`src/rtl/sprite_pkg.sv`:
```
// Shared constants for the sprite fetch path: sheet geometry, colour width,
// default colour key and heading range.
package sprite_pkg;
  localparam int SPR_W_DEF = 75;
  localparam int SPR_H_DEF = 75;
  localparam int SHEET_W = 600;
  localparam int BANK_OFFSET = 45000;
  localparam int SHEET_PIXELS = 90000;
  localparam int ADDR_W = $clog2(SHEET_PIXELS);
  localparam int RGB_W = 12;
  localparam logic [RGB_W-1:0] KEY_COLOR_DEF = 12'h0F0;
  localparam int DEG_FULL = 360;

  typedef struct packed {
    logic valid;
    logic hit;
  } trk_t;

  function automatic logic [8:0] norm_deg(input logic [8:0] d);
    return (d >= 9'(DEG_FULL)) ? d - 9'(DEG_FULL) : d;
  endfunction
endpackage

```
`src/rtl/grid_address_calc.sv`:
```
// Sprite-sheet address from heading and sprite-local pixel.
// Ports: degree (0..359), pixel_x/pixel_y (local), addr (0..89999).
import sprite_pkg::*;

module grid_address_calc (
  input  logic [8:0]        degree,
  input  logic [6:0]        pixel_x,
  input  logic [6:0]        pixel_y,
  output logic [ADDR_W-1:0] addr
);
  // 16 headings of 22.5 deg: 8 frames per 600-px row, two banks.
  logic [3:0] frame;

  always_comb begin
    frame = 4'd0;
    for (int i = 1; i < 16; i++)
      if ({degree, 1'b0} >= 10'(i * 45))
        frame = 4'(i);
  end

  assign addr = (frame[3] ? ADDR_W'(BANK_OFFSET) : '0)
              + ADDR_W'(pixel_y) * ADDR_W'(SHEET_W)
              + ADDR_W'(frame[2:0]) * ADDR_W'(SPR_W_DEF)
              + ADDR_W'(pixel_x);
endmodule

```
`src/rtl/sprite_pixel_pipe.sv`:
```
// Per-pixel sprite fetch: window test, ROM addressing, latency-aligned
// colour/hit output. Pose (heading, origin) double-buffered on frame_start.
// Ports: clk, rst, frame_start, degree_in, pos_x/pos_y, h_cnt/v_cnt,
// valid_in, rom_addr, rom_data, pix_valid, pix_hit, pix_rgb.
// Build option: SPRITE_COLORKEY_EN makes KEY_COLOR pixels transparent.
import sprite_pkg::*;

module sprite_pixel_pipe #(
  parameter int SPR_W = SPR_W_DEF,
  parameter int SPR_H = SPR_H_DEF,
  parameter int ROM_LAT = 1,
  parameter logic [11:0] KEY_COLOR = KEY_COLOR_DEF
) (
  input  logic        clk,
  input  logic        rst,
  input  logic        frame_start,
  input  logic [8:0]  degree_in,
  input  logic [9:0]  pos_x,
  input  logic [9:0]  pos_y,
  input  logic [9:0]  h_cnt,
  input  logic [9:0]  v_cnt,
  input  logic        valid_in,
  output logic [16:0] rom_addr,
  input  logic [11:0] rom_data,
  output logic        pix_valid,
  output logic        pix_hit,
  output logic [11:0] pix_rgb
);
  logic [8:0]  deg_s_q, deg_s_d;
  logic [9:0]  px_s_q, px_s_d;
  logic [9:0]  py_s_q, py_s_d;
  logic        armed_q, armed_d;
  logic [16:0] rom_addr_q, rom_addr_d;
  trk_t [ROM_LAT:0] trk_q, trk_d;
  logic        pix_valid_q, pix_valid_d;
  logic        pix_hit_q, pix_hit_d;
  logic [11:0] pix_rgb_q, pix_rgb_d;

  logic        in_win;
  logic        take;
  logic        key_ok;
  logic [6:0]  pixel_x;
  logic [6:0]  pixel_y;
  logic [16:0] calc_addr;

  // 11-bit compare so a sprite near the right/bottom edge clips, never wraps.
  assign in_win = ({1'b0, h_cnt} >= {1'b0, px_s_q})
               && ({1'b0, h_cnt} < {1'b0, px_s_q} + 11'(SPR_W))
               && ({1'b0, v_cnt} >= {1'b0, py_s_q})
               && ({1'b0, v_cnt} < {1'b0, py_s_q} + 11'(SPR_H));

  assign pixel_x = h_cnt[6:0] - px_s_q[6:0];
  assign pixel_y = v_cnt[6:0] - py_s_q[6:0];
  assign take = valid_in && in_win && armed_q;

  grid_address_calc u_calc (
    .degree  (deg_s_q),
    .pixel_x (pixel_x),
    .pixel_y (pixel_y),
    .addr    (calc_addr)
  );

`ifdef SPRITE_COLORKEY_EN
  assign key_ok = (rom_data != KEY_COLOR);
`else
  assign key_ok = 1'b1;
`endif

  always_comb begin
    deg_s_d = deg_s_q;
    px_s_d = px_s_q;
    py_s_d = py_s_q;
    armed_d = armed_q;
    if (frame_start) begin
      deg_s_d = norm_deg(degree_in);
      px_s_d = pos_x;
      py_s_d = pos_y;
      armed_d = 1'b1;
    end
    rom_addr_d = take ? calc_addr : 17'd0;
    trk_d = {trk_q[ROM_LAT-1:0], trk_t'{valid: valid_in, hit: take}};
    pix_valid_d = trk_q[ROM_LAT].valid;
    pix_hit_d = trk_q[ROM_LAT].hit && key_ok;
    pix_rgb_d = pix_hit_d ? rom_data : 12'd0;
  end

  always_ff @(posedge clk or posedge rst) begin
    if (rst) begin
      deg_s_q <= '0;
      px_s_q <= '0;
      py_s_q <= '0;
      armed_q <= 1'b0;
      rom_addr_q <= '0;
      trk_q <= '0;
      pix_valid_q <= 1'b0;
      pix_hit_q <= 1'b0;
      pix_rgb_q <= '0;
    end else begin
      deg_s_q <= deg_s_d;
      px_s_q <= px_s_d;
      py_s_q <= py_s_d;
      armed_q <= armed_d;
      rom_addr_q <= rom_addr_d;
      trk_q <= trk_d;
      pix_valid_q <= pix_valid_d;
      pix_hit_q <= pix_hit_d;
      pix_rgb_q <= pix_rgb_d;
    end
  end

  assign rom_addr = rom_addr_q;
  assign pix_valid = pix_valid_q;
  assign pix_hit = pix_hit_q;
  assign pix_rgb = pix_rgb_q;
endmodule

```
`config.mk`:
```
export PLATFORM = sky130hd
export DESIGN_NAME = sprite_pixel_pipe
export DESIGN_NICKNAME = d
export VERILOG_FILES = /design/src/rtl/sprite_pkg.sv /design/src/rtl/grid_address_calc.sv /design/src/rtl/sprite_pixel_pipe.sv
export SDC_FILE = /design/constraint.sdc
export NUM_CORES = 1
export LEC_CHECK = 0
export ABC_AREA = 1
export CAP_MARGIN = 20
export CORE_MARGIN = 8
export CORE_UTILIZATION = 45
export DETAILED_ROUTE_END_ITERATION = 10
export GPL_ROUTABILITY_DRIVEN = 0
export PLACE_DENSITY = 0.76
export SETUP_SLACK_MARGIN = 0.05
export SYNTH_ARGS = -nofsm -noshare
export SYNTH_HDL_FRONTEND = slang
export SYNTH_SLANG_ARGS = --single-unit
```
`constraint.sdc`:
```
create_clock -name clk -period 16.4 [get_ports clk]
set_clock_uncertainty 0.1 [all_clocks]
set_input_delay 3.28 -clock clk [delete_from_list [all_inputs] [get_ports clk]]
set_output_delay 3.28 -clock clk [all_outputs]
set_load 0.01 [all_outputs]
```
Word level (Yosys, flattened, before mapping)

Index checks and enable logic that the tools add are counted.

Add/subtract/negate cells: 8
Reductions and logical operators: 5
Multipliers: 2
$lt $le $gt $ge: 20
Muxes and demuxes: 19

Operator list:

| cell                                                  | count |
|---|---|
| >= comparator 10 x 9 -> 1 bit (second input constant) | 6 |
| >= comparator 10 bit (second input constant)          | 4 |
| 2-to-1 mux 4 bit                                      | 8 |
| >= comparator 10 x 8 -> 1 bit (second input constant) | 3 |
| adder 10 x 7 -> 11 bit (second input constant)        | 2 |
| < comparator 10 x 11 -> 1 bit                         | 2 |
| >= comparator 10 bit                                  | 2 |
| adder 17 x 10 -> 17 bit                               | 1 |
| adder 17 bit                                          | 1 |
| adder 17 x 7 -> 17 bit                                | 1 |
| 2-to-1 mux 17 bit                                     | 1 |
| 2-to-1 mux 16 bit                                     | 1 |
| multiplier 7 x 7 -> 14 bit (second input constant)    | 1 |
| subtractor 7 bit                                      | 2 |
| 2-to-1 mux 12 bit                                     | 1 |
| 2-to-1 mux 3 bit                                      | 4 |
| >= comparator 10 x 6 -> 1 bit (second input constant) | 1 |
| >= comparator 10 x 7 -> 1 bit (second input constant) | 1 |
| multiplier 3 x 7 -> 10 bit (second input constant)    | 1 |
| >= comparator 9 bit (second input constant)           | 1 |
| 2-to-1 mux 9 bit                                      | 1 |
| subtractor 9 bit (second input constant)              | 1 |
| logical AND 1 bit                                     | 5 |
| 2-to-1 mux 2 bit                                      | 2 |
| 2-to-1 mux 1 bit                                      | 1 |

Output and inout port bits: 31
Bits in registers: 65

Depth between registers and ports, before layout

Gate-level depths: netlist (run 1).

Depth after elaboration: 21
Mapped depth: 39
Mapped depth without buffers: 39

Modules after synthesis

Synthesis (run 1) repeated with hierarchy kept, for this count alone.

Cells, all modules: 828
Area total of the unflattened synthesis: 6436.2 um^2

By module, submodules not included:

| module            | instances | area an instance (um^2) | sequential area each (um^2) | cells an instance |
|---|---|---|---|---|
| sprite_pixel_pipe | 1         | 3938.8                  | 1626.6                      | 475 |
| grid_address_calc | 1         | 2497.4                  | 0.0                         | 353 |

Worst setup path after synthesis (run 1)

Ideal clock, no wire load.

Path type: input to register
Start point: in v_cnt[1]
End point: reg rom_addr_q[14], in the netlist rom_addr[14]
Path buffers: 0
Data arrival time: 8538 ps
Stages: 34
Setup time: 118 ps
Setup slack: 7644 ps
Path through: ha_1 a21o_1 a21oi_1 o21bai_1 a21o_1 xnor2_1 inv_1 ha_1 ha_1 ha_1 inv_1 fa_1 inv_1 ha_1 inv_1 nand3_1 nand2_1 inv_1 ha_1 inv_1 fa_1 inv_1 ha_1 nand2_1 nor2_1 nand2_1 o211ai_2 nand2_1 a31oi_2 nand3_1 nand2_1 nand2_1 nand2_2 nor2_2

Word-level cells in the longest chain between the ends: 6
Elaborated cells between the ends (all ways): 12

Ends and longest elaborated chain:

| what                                                            | RTL line                                         | source |
|---|---|---|
| start, declared                                                 | sprite_pixel_pipe.sv:21                          | `input logic [9:0] v_cnt,` |
| subtractor 7 bit or >= comparator 10 bit (tied branches)        | sprite_pixel_pipe.sv:53, sprite_pixel_pipe.sv:49 |  |
| multiplier 7 x 7 -> 14 bit or logical AND 1 bit (tied branches) | grid_address_calc.sv:22, sprite_pixel_pipe.sv:49 |  |
| adder 17 bit or logical AND 1 bit (tied branches)               | grid_address_calc.sv:22, sprite_pixel_pipe.sv:50 |  |
| adder 17 x 10 -> 17 bit or logical AND 1 bit (tied branches)    | grid_address_calc.sv:23, sprite_pixel_pipe.sv:54 |  |
| adder 17 x 7 -> 17 bit or logical AND 1 bit (tied branches)     | grid_address_calc.sv:24, sprite_pixel_pipe.sv:54 |  |
| 2-to-1 mux 17 bit (*)                                           | sprite_pixel_pipe.sv:80                          | `rom_addr_d = take ? calc_addr : 17'd0;` |
| via rom_addr_d[14]                                              | sprite_pixel_pipe.sv:33                          | `logic [16:0] rom_addr_q, rom_addr_d;` |
| end signal, assigned                                            | sprite_pixel_pipe.sv:103                         | `rom_addr_q <= rom_addr_d;` |
| end, declared                                                   | sprite_pixel_pipe.sv:33                          |  |

The timed path passes the listed nets; every way through them passes the cells marked *.
A chain may end at the register's enable or synchronous reset.

Worst setup path after layout (run 1)

Same ends and word-level chain as after synthesis.

==> reports/metrics.csv, run 1 <==
metric,value,unit
status,finished clean,
Final nets,1073,
layout cells sized above 1,0.0637,
Yosys Warn Count,0,
area share of the largest cell type after synthesis,0.260,
CP max stage delay,0.53,ns
WP buf/inv,8,
most frequent cells in the layout,"nand2_1, inv_1, ha_1",
largest net degree at the start of global routing,66,
first-pass GRT wire length,23400,um
ANT nets after route,0,
largest family of logic cells by synthesized area,adder cells,
# clock sinks,65,
Initial Utilization,0.456,
final hold viol count,0,
dpl hpwl,11000,um
initial DRC count,370,
# rows,43,
RSZ-0062 raised after global routing,no,
vias in the first global route,5345,
pre-CTS setup slack,6.68,ns
Via density,4.90,
CP max-delay cell,fa_1,
Final WS setup,7.00,ns
final core occ,0.561,
Hold Crit Class,reg -> reg,
Max Cap Viol,0,
via count of the routed design,5187,
overall routed net length,13600,um
CP required,16.52,ns
Setup Buffers After CTS,0,
Adder-Cell Fraction of Synth Area,0.291,
fin crit period,9.40,ns
# H-tree levels,3,
post-synthesis xor/xnor area fraction,0.0602,
Tcrit/Tclk final,0.573,
compound-gate portion of the synthesized area,0.118,
sequential area share after synthesis,0.260,
gr usage total,0.157,
initial antenna violation count,0,
Crit path arrival time,9.52,ns
die area,17900,sq um
CP Launch Type,primary input,
"top cells by area, synth","dfrtp_1, ha_1, nand2_1",
drt wl/cell,12.8,um
Pins Over Slew Limit,0,
Synth cell types,44,
Synth Area in Simple Gates,0.176,
quantity of gates resized following cts,0,
Setup CP Type,in -> reg,
Die H,134,um
setup TNS,0,ns
CTS Root Cell,clkbuf_16,
"Clk Latency, worst-skew pair",0.33,ns
worst-margin pin slew,0.852,ns
Fmax achieved,0.106,GHz
Clock Path Buffers,2,
Yosys reg bits,65,
CTS tree,built,
Worst-path clk slew,0.06,ns
mux contribution to synthesized area,0,
Crit. End Element,flop,
Mapped Nets,974,
post-synth top area cell,dfrtp_1,
port bufs,95,
Ports,96,
Met3 Routed Length,519,um
Synth-to-Final Area Change,23.1,%
GRT overflow,0,
Slew HR,0.432,
metal1 wirelength,6200,um
chip width,134,um
"commonest non-fill, non-tap cell in the layout",nand2_1,
# hold bufs at CTS,0,
Inserted Diodes,0,
Mapped Cells,775,
syn_area_per_cell,8.07,sq um
highest metal used,met4,
drt first pass iters,4,
Remaining DRCs,0,
routed wl met2,6690,um
crit-path max FO,4,
post-synthesis cell area,6250,sq um
final setup fails,0,
TritonCTS Buffers,9,
Crit path max-delay family,adder cells,
core box area,13700,sq um
[routing by layer]
metal  vias up  track usage
li1       2711            -
met1      2371        0.191
met2        92        0.275
met3        13       0.0295
met4         0       0.0480
met5         -            0
[synthesized netlist by cell type, drive strengths merged]
master and instances:
nor3b 1, inv 147, nor3 10, a41oi 2, clkbuf 7, a31oi 4
a21boi 2, nand3 28, a21oi 42, dfrtp 65, o2111ai 1, a2111oi 1
ha 115, nor2 56, o21ai 53, nand4 4, o22ai 1, or2 4
o211ai 5, xor2 29, nand2 150, a21o 4, o21bai 1, o31ai 3
a221oi 1, a211oi 5, buf 1, xnor2 14, fa 19
[stage by stage]
step           hold WS [ns]  area (sq um)  instances
6_report              0.246          7690       1059
5_1_grt               0.262          7690       1059
4_1_cts               0.250          7690       1059
3_5_place_dp          0.236          7390       1043
3_3_place_gp          0.232          7390       1043
2_1_floorplan         0.231          6250        775
[layout make-up]
class / instances / area (sq um)
inverters: 147 / 552
clock buffers: 9 / 225
clock inverters: 7 / 77.6
multi-input cells: 555 / 4040
well taps: 180 / 225
flip-flops and latches: 65 / 1630
fillers: 1235 / 6020
repair buffers: 96 / 953
[worst reg2reg max path: cells and delay by family (launching register included)]
| family | cells | cell delay, ns |
|---|---|---|
| simple gates | 11 | 0.90 |
| buf+inv | 8 | 0.61 |
| fa+ha+maj | 9 | 3.16 |
| flops | 1 | 0.37 |
| compound gates | 6 | 0.93 |
| xor+xnor | 1 | 0.25 |
[state kept, by name (all words and copies together) (netlist names)]
signal	count
rom_addr	17
pix_valid	1
trk_d	2
deg_s_q	9
pix_hit_d	1
pix_valid_d	1
px_s_q	10
armed_q	1
pix_rgb	12
pix_hit	1
py_s_q	10
[path summary, 6_finish.rpt]
kind | startpoint | to | slack, ns | depth (start not counted)
max | v_cnt[1] | rom_addr[14]$_DFF_PP0_ | 7.00 | 35
min | trk_d[2]$_DFF_PP0_ | pix_hit_d$_DFF_PP0_ | 0.25 | 0
max reg2reg | py_s_q[1]$_DFFE_PP0P_ | rom_addr[14]$_DFF_PP0_ | 9.99 | 35
min reg2reg | trk_d[2]$_DFF_PP0_ | pix_hit_d$_DFF_PP0_ | 0.25 | 0
max in group asynchronous | rst | pix_hit_d$_DFF_PP0_ | 12.25 | 3
min in group asynchronous | rst | rom_addr[10]$_DFF_PP0_ | 3.39 | 3
[logic make-up after synthesis]
group	count (synthesis)
AND/OR/NAND/NOR	253
buffers and inverters	155
XOR/XNOR	43
AO/OA/AOI/OAI	125
adder cells (fa/ha/maj)	134
flip-flops	65
Power of run 1 is left out: the tool's default activity adds up to more than one toggle a clock period on the data nets, which glitch-free logic cannot reach.
==> run 2: changes to the inputs <==
==> constraint.sdc (replaced) <==
create_clock -name clk -period 9.55 [get_ports clk]
set_clock_uncertainty 0.1 [all_clocks]
set_input_delay 1.91 -clock clk [delete_from_list [all_inputs] [get_ports clk]]
set_output_delay 1.91 -clock clk [all_outputs]
set_load 0.01 [all_outputs]
==> reports/metrics.csv, run 2 (synthesized netlist as in run 1, its figures left out) <==
metric,value,unit
Setup Buffers After CTS,0,
status,finished clean,
Fmax achieved,0.125,GHz
crit-path max FO,4,
gr usage total,0.159,
Pins Over Slew Limit,0,
CP max-delay cell,fa_1,
# H-tree levels,3,
most frequent cells in the layout,"nand2_1, inv_1, ha_1",
CTS tree,built,
Placed Area,7390,sq um
final setup fails,0,
via count of the routed design,5287,
Hold Crit Class,reg -> reg,
dpl hpwl,11200,um
# clock sinks,65,
TritonCTS Buffers,9,
ANT nets after route,0,
# hold bufs at CTS,0,
largest net degree at the start of global routing,66,
CTS Root Cell,clkbuf_16,
Crit path arrival time,8.11,ns
CP required,9.69,ns
Synth-to-Final Area Change,22.8,%
GRT overflow,0,
Initial Utilization,0.456,
Remaining DRCs,0,
Crit. End Element,flop,
CP Launch Type,primary input,
# rows,43,
initial DRC count,332,
core box area,13700,sq um
quantity of gates resized following cts,0,
Ports,96,
RSZ-0062 raised after global routing,no,
final hold viol count,0,
Final Hold Slack,0.246,ns
Tcrit/Tclk final,0.835,
"Design Area, Final",7680,sq um
initial antenna violation count,0,
overall routed net length,13600,um
"commonest non-fill, non-tap cell in the layout",nand2_1,
drt first pass iters,4,
"Clk Latency, worst-skew pair",0.35,ns
Die H,134,um
vias in the first global route,5281,
Max Cap Viol,0,
chip width,134,um
port bufs,95,
Via density,4.99,
die area,17900,sq um
Worst-path clk slew,0.06,ns
Clock Path Buffers,2,
worst-margin pin slew,0.864,ns
drt wl/cell,12.8,um
first-pass GRT wire length,23400,um
layout cells sized above 1,0.0637,
setup TNS,0,ns
Final nets,1073,
Inserted Diodes,0,
CP max stage delay,0.53,ns
fin crit period,7.97,ns
Largest register FFs,17,
Slew HR,0.424,
Setup CP Type,in -> reg,
## run 2: cell types whose count changed in the layout (fill, tap and decap cells not counted), sizes merged
cell / before / now
bufinv: 1 / 0
inv: 149 / 150
## run 2: final cells by class
cell class / count / area [sq um]
flip-flops and latches: 65 / 1630
repair buffers: 96 / 953
inverters: 147 / 552
clock inverters: 7 / 60.1
well taps: 180 / 225
clock buffers: 9 / 225
fillers: 1264 / 6040
multi-input cells: 555 / 4040
## run 2: worst paths after layout
kind | startpoint | to | slack, ns | cells past startpoint
hold reg to reg | trk_d[3]$_DFF_PP0_ | pix_valid_d$_DFF_PP0_ | 0.25 | 0
hold / removal | trk_d[3]$_DFF_PP0_ | pix_valid_d$_DFF_PP0_ | 0.25 | 0
min in group asynchronous | rst | rom_addr[6]$_DFF_PP0_ | 2.00 | 3
max in group asynchronous | rst | pix_rgb[4]$_DFF_PP0_ | 6.79 | 3
setup / recovery | v_cnt[1] | rom_addr[14]$_DFF_PP0_ | 1.58 | 35
setup reg to reg | py_s_q[1]$_DFFE_PP0P_ | rom_addr[14]$_DFF_PP0_ | 3.18 | 35
## run 2: metal layers
metal / vias up / GRT usage / share of wire
met4: 0 / 0.0555 / 0.015
met1: 2445 / 0.190 / 0.45
met2: 112 / 0.271 / 0.49
met3: 19 / 0.0400 / 0.048
li1: 2711 / - / -
met5: - / 0 / 0
## run 2: worst max-delay path: cells and delay by family
kind                       cells  cell delay [ns]
AOI/OAI and AO/OA              6             0.93
adders and majority gates      9             3.19
and+or+nand+nor               11             0.91
xor gates and xnor gates       1             0.21
buffers and inverters          8             0.94
## run 2: through the flow
stage | utilization | setup slack [ns] | instances
after detailed placement | 0.539 | 1.22 | 1043
after floorplan | - | 2.16 | 775
after CTS | 0.560 | 1.56 | 1059
after global routing | 0.560 | 1.13 | 1059
after global placement | 0.539 | 1.39 | 1043
final | 0.560 | 1.58 | 1059
Power of run 2 is left out for the same reason.
==> run 3: changes to the inputs <==
==> constraint.sdc (replaced) <==
create_clock -name clk -period 7.45 [get_ports clk]
set_clock_uncertainty 0.1 [all_clocks]
set_input_delay 1.49 -clock clk [delete_from_list [all_inputs] [get_ports clk]]
set_output_delay 1.49 -clock clk [all_outputs]
set_load 0.01 [all_outputs]
==> reports/metrics.csv, run 3 (synthesized netlist as in run 1, its figures left out) <==
metric,value,unit
status,finished clean,
drt first pass iters,5,
first-pass GRT wire length,23500,um
most frequent cells in the layout,"nand2_1, inv_1, ha_1",
ANT nets after route,0,
worst-margin pin slew,0.847,ns
Crit. End Element,flop,
Tcrit/Tclk final,0.950,
Crit path top cell by count,inv_1,
final hold viol count,0,
CP max stage delay,0.54,ns
Hold Crit Class,reg -> reg,
initial DRC count,327,
Final nets,1087,
CP required,7.55,ns
fin crit period,7.08,ns
final setup fails,0,
Worst-path clk slew,0.06,ns
Placed Cells,1057,
Remaining DRCs,0,
RSZ-0062 raised after global routing,yes,
non-filler instance count after layout,1073,
Setup CP Type,in -> reg,
crit-path max FO,4,
Inserted Diodes,0,
setup TNS,0,ns
# hold bufs at CTS,0,
WP buf/inv,8,
GRT overflow,0,
Die H,134,um
CTS Root Cell,clkbuf_16,
CP Launch Type,primary input,
CP max-delay cell,fa_1,
die area,17900,sq um
"commonest non-fill, non-tap cell in the layout",nand2_1,
Fmax achieved,0.141,GHz
Max Cap Viol,0,
dpl hpwl,11000,um
TritonCTS Buffers,9,
largest net degree at the start of global routing,66,
Pins Over Slew Limit,0,
core box area,13700,sq um
gr usage total,0.158,
# clock sinks,65,
Clock Path Buffers,2,
initial antenna violation count,0,
vias in the first global route,5150,
Crit path max-delay family,adder cells,
chip width,134,um
port bufs,95,
CTS tree,built,
Via density,4.92,
Ports,96,
Synth-to-Final Area Change,25.0,%
Final Hold Slack,0.247,ns
# H-tree levels,3,
# rows,43,
Initial Utilization,0.456,
Crit path arrival time,7.18,ns
Slew HR,0.435,
layout cells sized above 1,0.0840,
Largest register FFs,17,
via count of the routed design,5280,
drt wl/cell,12.7,um
overall routed net length,13600,um
"Clk Latency, worst-skew pair",0.34,ns
==> run 3: cell count changes in the layout (fill, tap and decap cells not counted), sizes merged <==
| cell | change |
|---|---|
| clkinv | -2 |
| inv | -1 |
| clkinvlp | +3 |
| buf | +14 |
==> run 3: worst reg2reg max path: cells and delay by family (launching register included) <==
family | cells | cell delay [ns]
simple gates | 9 | 0.67
flops | 1 | 0.37
buf+inv | 8 | 0.54
fa+ha+maj | 9 | 3.03
compound gates | 6 | 0.85
xor+xnor | 2 | 0.25
==> run 3: layer usage <==
layer | vias up | routed length, um | track usage
li1 | 2736 | - | -
met1 | 2407 | 6320 | 0.201
met2 | 118 | 6550 | 0.264
met3 | 19 | 539 | 0.0325
met4 | 0 | 210 | 0.0455
met5 | - | 0 | 0
==> run 3: stage by stage <==
| stage | setup WS [ns] | cell area (sq um) | utilization |
|---|---|---|---|
| floorplan | 0.484 | 6250 | - |
| global placement | 0.0258 | 7500 | 0.546 |
| detailed placement | -0.0519 | 7500 | 0.546 |
| CTS | 0.284 | 7770 | 0.567 |
| global route | 0.0317 | 7810 | 0.569 |
| finish | 0.374 | 7810 | 0.569 |
==> run 3: path summary, 6_finish.rpt <==
| check | from | end | slack, ns | cells past startpoint |
|---|---|---|---|---|
| max | v_cnt[1] | rom_addr[16]$_DFF_PP0_ | 0.37 | 34 |
| min | trk_d[2]$_DFF_PP0_ | pix_hit_d$_DFF_PP0_ | 0.25 | 0 |
| max reg2reg | py_s_q[1]$_DFFE_PP0P_ | rom_addr[16]$_DFF_PP0_ | 1.50 | 34 |
| min reg2reg | trk_d[2]$_DFF_PP0_ | pix_hit_d$_DFF_PP0_ | 0.25 | 0 |
| max in group asynchronous | rst | py_s_q[4]$_DFFE_PP0P_ | 5.09 | 3 |
| min in group asynchronous | rst | rom_addr[9]$_DFF_PP0_ | 1.60 | 3 |
==> run 3: cell type report <==
cell class	instances	area [sq um]
fill	1255	5910
timing repair buffer	110	1060
sequential	65	1630
tap	180	225
clock buffer	9	225
multi-input combinational	555	4070
inverter	147	552
clock inverter	7	52.6
==> run 3: timing repair <==
action / CTS / global route
setup buffers: 0 / 0
endpoints found under the setup margin: 0 / 4
gates resized for setup: 0 / 7
Power of run 3 is left out for the same reason.
